--- config.mk ---
export PLATFORM = sky130hd
export DESIGN_NAME = load_use_scoreboard
export DESIGN_NICKNAME = d
export VERILOG_FILES = /design/src/rtl/load_use_scoreboard_pkg.sv /design/src/rtl/load_track_queue.sv /design/src/rtl/load_use_scoreboard.sv
export SDC_FILE = /design/constraint.sdc
export NUM_CORES = 1
export LEC_CHECK = 0
export BUFFER_PORTS_ARGS = -buffer_cell sky130_fd_sc_hd__buf_2
export CAP_MARGIN = 10
export CORE_MARGIN = 4
export CORE_UTILIZATION = 51
export CTS_BUF_LIST = sky130_fd_sc_hd__clkbuf_4 sky130_fd_sc_hd__clkbuf_8
export DETAILED_ROUTE_END_ITERATION = 10
export PLACE_DENSITY = 0.81
export SKIP_LAST_GASP = 1
export SLEW_MARGIN = 5
export SYNTH_ARGS = -nofsm -noshare
export SYNTH_HDL_FRONTEND = slang
export SYNTH_SLANG_ARGS = --single-unit
export TNS_END_PERCENT = 20
--- constraint.sdc ---
create_clock -name clk_i -period 2.4 [get_ports clk_i]
set_input_delay 0.24 -clock clk_i [delete_from_list [all_inputs] [get_ports clk_i]]
set_output_delay 0.24 -clock clk_i [all_outputs]
set_load 0.1 [all_outputs]
--- src/rtl/load_use_scoreboard_pkg.sv ---
`default_nettype none
// ============================================================================
// Module      : hazard_pkg
// Description : Shared types and constants for the load-use hazard unit.
//               Holds the scoreboard entry layout, the latency ceiling and the
//               output-decode state encoding.
// Revision    : 1.0 - initial release
// ============================================================================
package hazard_pkg;

  // Deepest load latency the scoreboard is built to track.
  localparam int LOAD_LAT_MAX = 4;

  // Register-address width assumed by the packed entry type below.
  localparam int LD_ADDR_W = 5;

  // One scoreboard slot: an in-flight load and its destination register.
  typedef struct packed {
    logic                 valid;
    logic [LD_ADDR_W-1:0] rd;
  } ld_entry_t;

  // Output decode, listed in rising priority order.
  typedef enum logic [1:0] {
    HZ_RUN    = 2'd0,
    HZ_BUBBLE = 2'd1,
    HZ_FREEZE = 2'd2
  } hz_state_e;

endpackage : hazard_pkg
`default_nettype wire

--- src/rtl/load_track_queue.sv ---
`default_nettype none
// ============================================================================
// Module      : load_track_queue
// Description : Shift-register scoreboard of in-flight loads. Entry 0 is the
//               youngest; each enabled cycle every entry moves one slot older
//               and the oldest drops out. When the enable is low the whole
//               queue holds.
// Ports       : clk_i, rst_n_i   - clock, asynchronous active-low reset
//               shiftEn_i        - advance the queue this cycle
//               pushValid_i      - a load issues into entry 0
//               pushRd_i         - destination register of that load
//               valid_o / rd_o   - per-entry contents for the comparators
// Revision    : 1.0 - initial release
// ============================================================================
module load_track_queue #(
  parameter int ADDR_W   = 5,
  parameter int LOAD_LAT = 1
) (
  input  logic                             clk_i,
  input  logic                             rst_n_i,
  input  logic                             shiftEn_i,
  input  logic                             pushValid_i,
  input  logic [ADDR_W-1:0]                pushRd_i,
  output logic [LOAD_LAT-1:0]              valid_o,
  output logic [LOAD_LAT-1:0][ADDR_W-1:0]  rd_o
);

  logic [LOAD_LAT-1:0]             r_valid;
  logic [LOAD_LAT-1:0][ADDR_W-1:0] r_rd;

  // x0 is never tracked, even if a caller pushes it, so it can never match.
  logic w_pushValid;
  assign w_pushValid = pushValid_i & (pushRd_i != '0);

  always_ff @(posedge clk_i or negedge rst_n_i) begin
    if (!rst_n_i) begin
      r_valid[0] <= 1'b0;
      r_rd[0]    <= '0;
    end else if (shiftEn_i) begin
      r_valid[0] <= w_pushValid;
      r_rd[0]    <= pushRd_i;
    end
  end

  for (genvar k = 1; k < LOAD_LAT; k++) begin : g_shift
    always_ff @(posedge clk_i or negedge rst_n_i) begin
      if (!rst_n_i) begin
        r_valid[k] <= 1'b0;
        r_rd[k]    <= '0;
      end else if (shiftEn_i) begin
        r_valid[k] <= r_valid[k-1];
        r_rd[k]    <= r_rd[k-1];
      end
    end
  end

  assign valid_o = r_valid;
  assign rd_o    = r_rd;

endmodule : load_track_queue
`default_nettype wire

--- src/rtl/load_use_scoreboard.sv ---
`default_nettype none
// ============================================================================
// Module      : load_use_scoreboard
// Description : Load-use hazard unit beside the ID stage. Compares the ID
//               sources against every in-flight load, decides RUN / BUBBLE /
//               FREEZE for the front end and counts load-use bubble cycles
//               in a saturating counter.
// Ports       : clk_i, rst_n_i            - clock, async active-low reset
//               id_valid_i                - ID holds a real instruction
//               rs1/rs2_addr_i, _used_i   - ID sources and their use flags
//               rd_addr_i, memread_i      - ID destination, ID is a load
//               flush_i                   - ID instruction squashed
//               mem_stall_i               - data memory busy, freeze
//               pc_write_o, stall_o       - PC update enable, hold IF/ID
//               noop_o                    - bubble into ID/EX
//               stall_cnt_o               - saturating bubble-cycle count
// Revision    : 1.0 - initial release
// ============================================================================
module load_use_scoreboard
  import hazard_pkg::*;
#(
  parameter int ADDR_W   = 5,
  parameter int LOAD_LAT = 1,
  parameter int CNT_W    = 16
) (
  input  logic              clk_i,
  input  logic              rst_n_i,
  input  logic              id_valid_i,
  input  logic [ADDR_W-1:0] rs1_addr_i,
  input  logic [ADDR_W-1:0] rs2_addr_i,
  input  logic              rs1_used_i,
  input  logic              rs2_used_i,
  input  logic [ADDR_W-1:0] rd_addr_i,
  input  logic              memread_i,
  input  logic              flush_i,
  input  logic              mem_stall_i,
  output logic              pc_write_o,
  output logic              stall_o,
  output logic              noop_o,
  output logic [CNT_W-1:0]  stall_cnt_o
);

  localparam logic [CNT_W-1:0] c_cntOne = {{(CNT_W-1){1'b0}}, 1'b1};
  localparam logic [CNT_W-1:0] c_cntMax = {CNT_W{1'b1}};

  logic [LOAD_LAT-1:0]             w_qValid;
  logic [LOAD_LAT-1:0][ADDR_W-1:0] w_qRd;
  logic                            w_match;
  logic                            w_hazard;
  logic                            w_issueLd;
  hz_state_e                       w_state;
  logic [CNT_W-1:0]                r_stallCnt;

  // The queue holds through a freeze, which is what stretches the hazard
  // window by one cycle per frozen cycle.
  load_track_queue #(
    .ADDR_W   (ADDR_W),
    .LOAD_LAT (LOAD_LAT)
  ) u_queue (
    .clk_i       (clk_i),
    .rst_n_i     (rst_n_i),
    .shiftEn_i   (~mem_stall_i),
    .pushValid_i (w_issueLd),
    .pushRd_i    (rd_addr_i),
    .valid_o     (w_qValid),
    .rd_o        (w_qRd)
  );

  // Unused sources are masked so I/U-type immediates that land in a source
  // field never cause a false stall.
  always_comb begin
    w_match = 1'b0;
    for (int k = 0; k < LOAD_LAT; k++) begin
      if (w_qValid[k] &&
          ((rs1_used_i && (w_qRd[k] == rs1_addr_i)) ||
           (rs2_used_i && (w_qRd[k] == rs2_addr_i)))) begin
        w_match = 1'b1;
      end
    end
  end

  assign w_hazard  = id_valid_i & ~flush_i & w_match;
  assign w_issueLd = id_valid_i & memread_i & (rd_addr_i != '0) &
                     ~w_hazard & ~flush_i & ~mem_stall_i;

  // Freeze outranks the bubble; the hazard is simply re-evaluated once the
  // freeze lifts because the queue has not moved.
  always_comb begin
    if (mem_stall_i) begin
      w_state = HZ_FREEZE;
    end else if (w_hazard) begin
      w_state = HZ_BUBBLE;
    end else begin
      w_state = HZ_RUN;
    end
  end

  always_comb begin
    pc_write_o = 1'b1;
    stall_o    = 1'b0;
    noop_o     = 1'b0;
    case (w_state)
      HZ_FREEZE: begin
        pc_write_o = 1'b0;
        stall_o    = 1'b1;
        noop_o     = 1'b0;
      end
      HZ_BUBBLE: begin
        pc_write_o = 1'b0;
        stall_o    = 1'b1;
        noop_o     = 1'b1;
      end
      default: begin
        pc_write_o = 1'b1;
        stall_o    = 1'b0;
        noop_o     = 1'b0;
      end
    endcase
  end

  always_ff @(posedge clk_i or negedge rst_n_i) begin
    if (!rst_n_i) begin
      r_stallCnt <= '0;
    end else if ((w_state == HZ_BUBBLE) && (r_stallCnt != c_cntMax)) begin
      r_stallCnt <= r_stallCnt + c_cntOne;
    end
  end

  assign stall_cnt_o = r_stallCnt;

endmodule : load_use_scoreboard
`default_nettype wire

==> metrics.csv <==
stage,metric,value,unit
status,status,finished clean,
placement,PortBufs,41,
flow_run,max_cap viols,0,
placement,Final Wtd Congestion,0.943,
final_layout,layout cells sized above 1,39.1,%
yosys,"area leader, netlist",dfrtp_1,
yosys,Synthesized Nets,135,
clock_tree,H-Tree Depth,1,
clock_tree,# clock sinks,22,
placement,detailed placement HPWL,2.08,mm
yosys,register area share after synthesis,44.4,%
critical_path,delay of the slowest critical-path stage,0.51,ns
global_route,vias in the first global route,1022,
yosys,Post-Synthesis Cells,111,
clock_tree,CTS Buffer Depth,2,
timing,setup ws final,0.132,ns
route,final wirelength,2.64,mm
final_layout,fin util,67.6,%
pwr,Pwr Total,0.705,mW
floorplan,I/O pin count,42,
global_route,largest net degree at the start of global routing,23,
floorplan,total die area,0.00328,mm2
critical_path,crit path DAT,2.03,ns
worst_hold_path,Hold Crit Class,in -> reg,
timing,fmax,441,MHz
timing,RSZ-0062 raised after global routing,no,
clock_tree,clk slew on worst S/H paths,0.11,ns
clock_tree,CTS Buf Count,3,
global_route,Congestion Overflow GR,0,
route,Antenna Violating Nets Remaining,0,
yosys,Yosys cell types,28,
timing,Worst-Margin Slew,0.481,ns
route,routed vias/inst,5.58,
clock_tree,clock root cell,clkbuf_4,
critical_path,critical path type,reg -> out,
timing,Worst Clk Skew,0.00864,ns
yosys,largest cells by area after synthesis,"dfrtp_1 (44%), xnor2_1 (17%), nand4_1 (5.0%)",
floorplan,die height,57.3,um
timing,final setup vio count,0,
pwr,worst vdd ir,313,uV
timing,period utilisation layout,94.5,%
global_route,GR Util All Layers,17.1,%
floorplan,Die W,57.3,um
critical_path,Crit Path Max Fanout,3,
yosys,Yosys top cell area share,44.4,%
placement,setup slack at placement,0.325,ns
route,initial detailed-routing violation count,21,
timing,final hold slack,0.190,ns
route,# DRC,0,
final_layout,Post-Layout Cell Count,184,
timing,Max Slew Vio Count,0,
route,First-pass DRT Iterations,4,
floorplan,row cnt,17,
yosys,Ys Warns,0,
pwr,switch share,25.9,%
pwr,PwrDens,462,mW/mm2
floorplan,Initial Utilization,55.0,%
pwr,Seq pwr share,55.7,%
final_layout,ANT cells,0,
pwr,Leakage,0.707,nW
clock_tree,CTS tree,yes,
final_layout,Layout area overhead,23.0,%
global_route,initial antenna violation count,0,
critical_path,"Critical Path, Cell by Cell","xnor2_1, nand4_2, or3_2, o31ai_2, buf_4",
pwr,clock power share,27.8,%
critical_path,R2R Setup Slk,0.47,ns
timing,min Tclk post-route,2.27,ns
global_route,first-pass GRT wire length,4.53,mm
yosys,Seq cells post-synth,22,
timing,hold violation total from the final report,0,
route,DR vias,1027,
placement,dpl cell area,0.00147,mm2
final_layout,# fillers,179,
critical_path,required time worst endpoint,2.16,ns
critical_path,CP Capture Type,output port,
yosys,Post-Syn Area,0.00124,mm2
pwr,Psw,0.182,mW
final_layout,fin nets,181,
pwr,Logic pwr share,16.5,%
floorplan,core box area,0.00225,mm2
yosys,Mapped Avg Cell Area,11.2,um2
timing,setup TNS,0,ns
timing,relative slew slack,67.9,%
clock_tree,clock insertion delay at the later pin of the skew report,0.30,ns
final_layout,Finished Cell Area,0.00153,mm2
critical_path,Worst setup SP type,flip-flop,
pwr,Internal Power,0.523,mW
placement,placed insts,179,
critical_path,Crit-path slowest cell,or3_2,
route,DR WL/cell,14.3,um
[cell usage in the layout, fill, tap and decap left out, types with 2 or more instances in the layout]
| master | Yosys | layout |
|---|---|---|
| buf_2 | 0 | 39 |
| xnor2_1 | 24 | 24 |
| dfrtp_1 | 22 | 22 |
| nand2_1 | 11 | 11 |
| nand4_1 | 10 | 10 |
| nand3_1 | 7 | 7 |
| mux2_2 | 5 | 5 |
| and4_1 | 4 | 4 |
| and3_1 | 4 | 4 |
| clkbuf_4 | 0 | 4 |
| nor3_1 | 2 | 2 |
| nor2_1 | 2 | 2 |
| a21oi_1 | 2 | 2 |
| buf_4 | 0 | 2 |
[critical path, delay by kind of cell, from the launching register on]
kind,cells,cell delay (ns)
xor gates and xnor gates,1,0.20
buffers and inverters,1,0.33
AOI/OAI and AO/OA,1,0.08
and+or+nand+nor,2,0.69
DFF,1,0.43
[sequential cells by signal, indices dropped and copies added, names as in the netlist]
name,cells
stall_cnt_o,16
u_queue.rd_o,5
u_queue.valid_o,1
[cell families after synthesis]
logic type / Yosys count / synth area share, %
adders and majority gates: 1 / 1.01
AOI/OAI and AO/OA: 8 / 6.36
xor gates and xnor gates: 24 / 17.0
muxes: 7 / 6.66
buffers and inverters: 2 / 1.82
and+or+nand+nor: 47 / 22.8
DFF: 22 / 44.4
[layer usage]
layer | vias up | wire (um) | track usage (%)
met5 | - | 0 | 0
li1 | 495 | - | -
met1 | 486 | 1150 | 23.0
met3 | 4 | 209 | 3.85
met4 | 0 | 25 | 5.96
met2 | 42 | 1250 | 27.2
[layout make-up]
| type | count | area (um2) | share of cell area, % |
|---|---|---|---|
| multi-input cells | 87 | 676 | 44.3 |
| flip-flops and latches | 22 | 551 | 36.1 |
| repair buffers | 43 | 228 | 14.9 |
| clock buffers | 4 | 36.3 | 2.38 |
| well taps | 28 | 35.0 | 2.30 |
[what timing repair did]
action                     in CTS  in global routing
setup endpoints to repair       1                  1
hold endpoints to repair       22                  0
hold buffers                    1                  0
resized for setup               1                  1
buffers inserted                0                  0
[synthesized netlist by cell type, drive strengths merged]
cell,count
nand2,12
a22o,1
nand4,11
o22ai,1
nand3,7
nand2b,1
nor3b,1
and4,4
a21oi,2
nand4b,1
buf,2
ha,1
or3,2
o31ai,1
o21ba,1
and3,4
mux2,7
xnor2,24
nor2,2
o21bai,1
o32ai,1
nor3,2
dfrtp,22
[final timing paths]
path | start | to | cells past startpoint
worst max-delay path | u_queue.rd_o[3] | noop_o | 5
worst min-delay path | rd_addr_i[3] | u_queue.rd_o[3] | 2
worst max register to register | u_queue.rd_o[3] | stall_cnt_o[1] | 5
worst min register to register | stall_cnt_o[6] | stall_cnt_o[6] | 1
max in group asynchronous | rst_n_i | u_queue.rd_o[3] | 2
min in group asynchronous | rst_n_i | stall_cnt_o[4] | 2
[power by group through the flow]
| stage | combinational (mW) | clock, mW | sequential, mW |
|---|---|---|---|
| detailed placement | 0.115 | 0 | 0.400 |
| global placement | 0.111 | 0 | 0.398 |
| CTS | 0.116 | 0.203 | 0.393 |
| global route | 0.126 | 0.220 | 0.395 |
| floorplan | 0.0705 | 0 | 0.404 |
| finish | 0.116 | 0.196 | 0.393 |
Note: power is estimated with default switching activity, not from simulation.
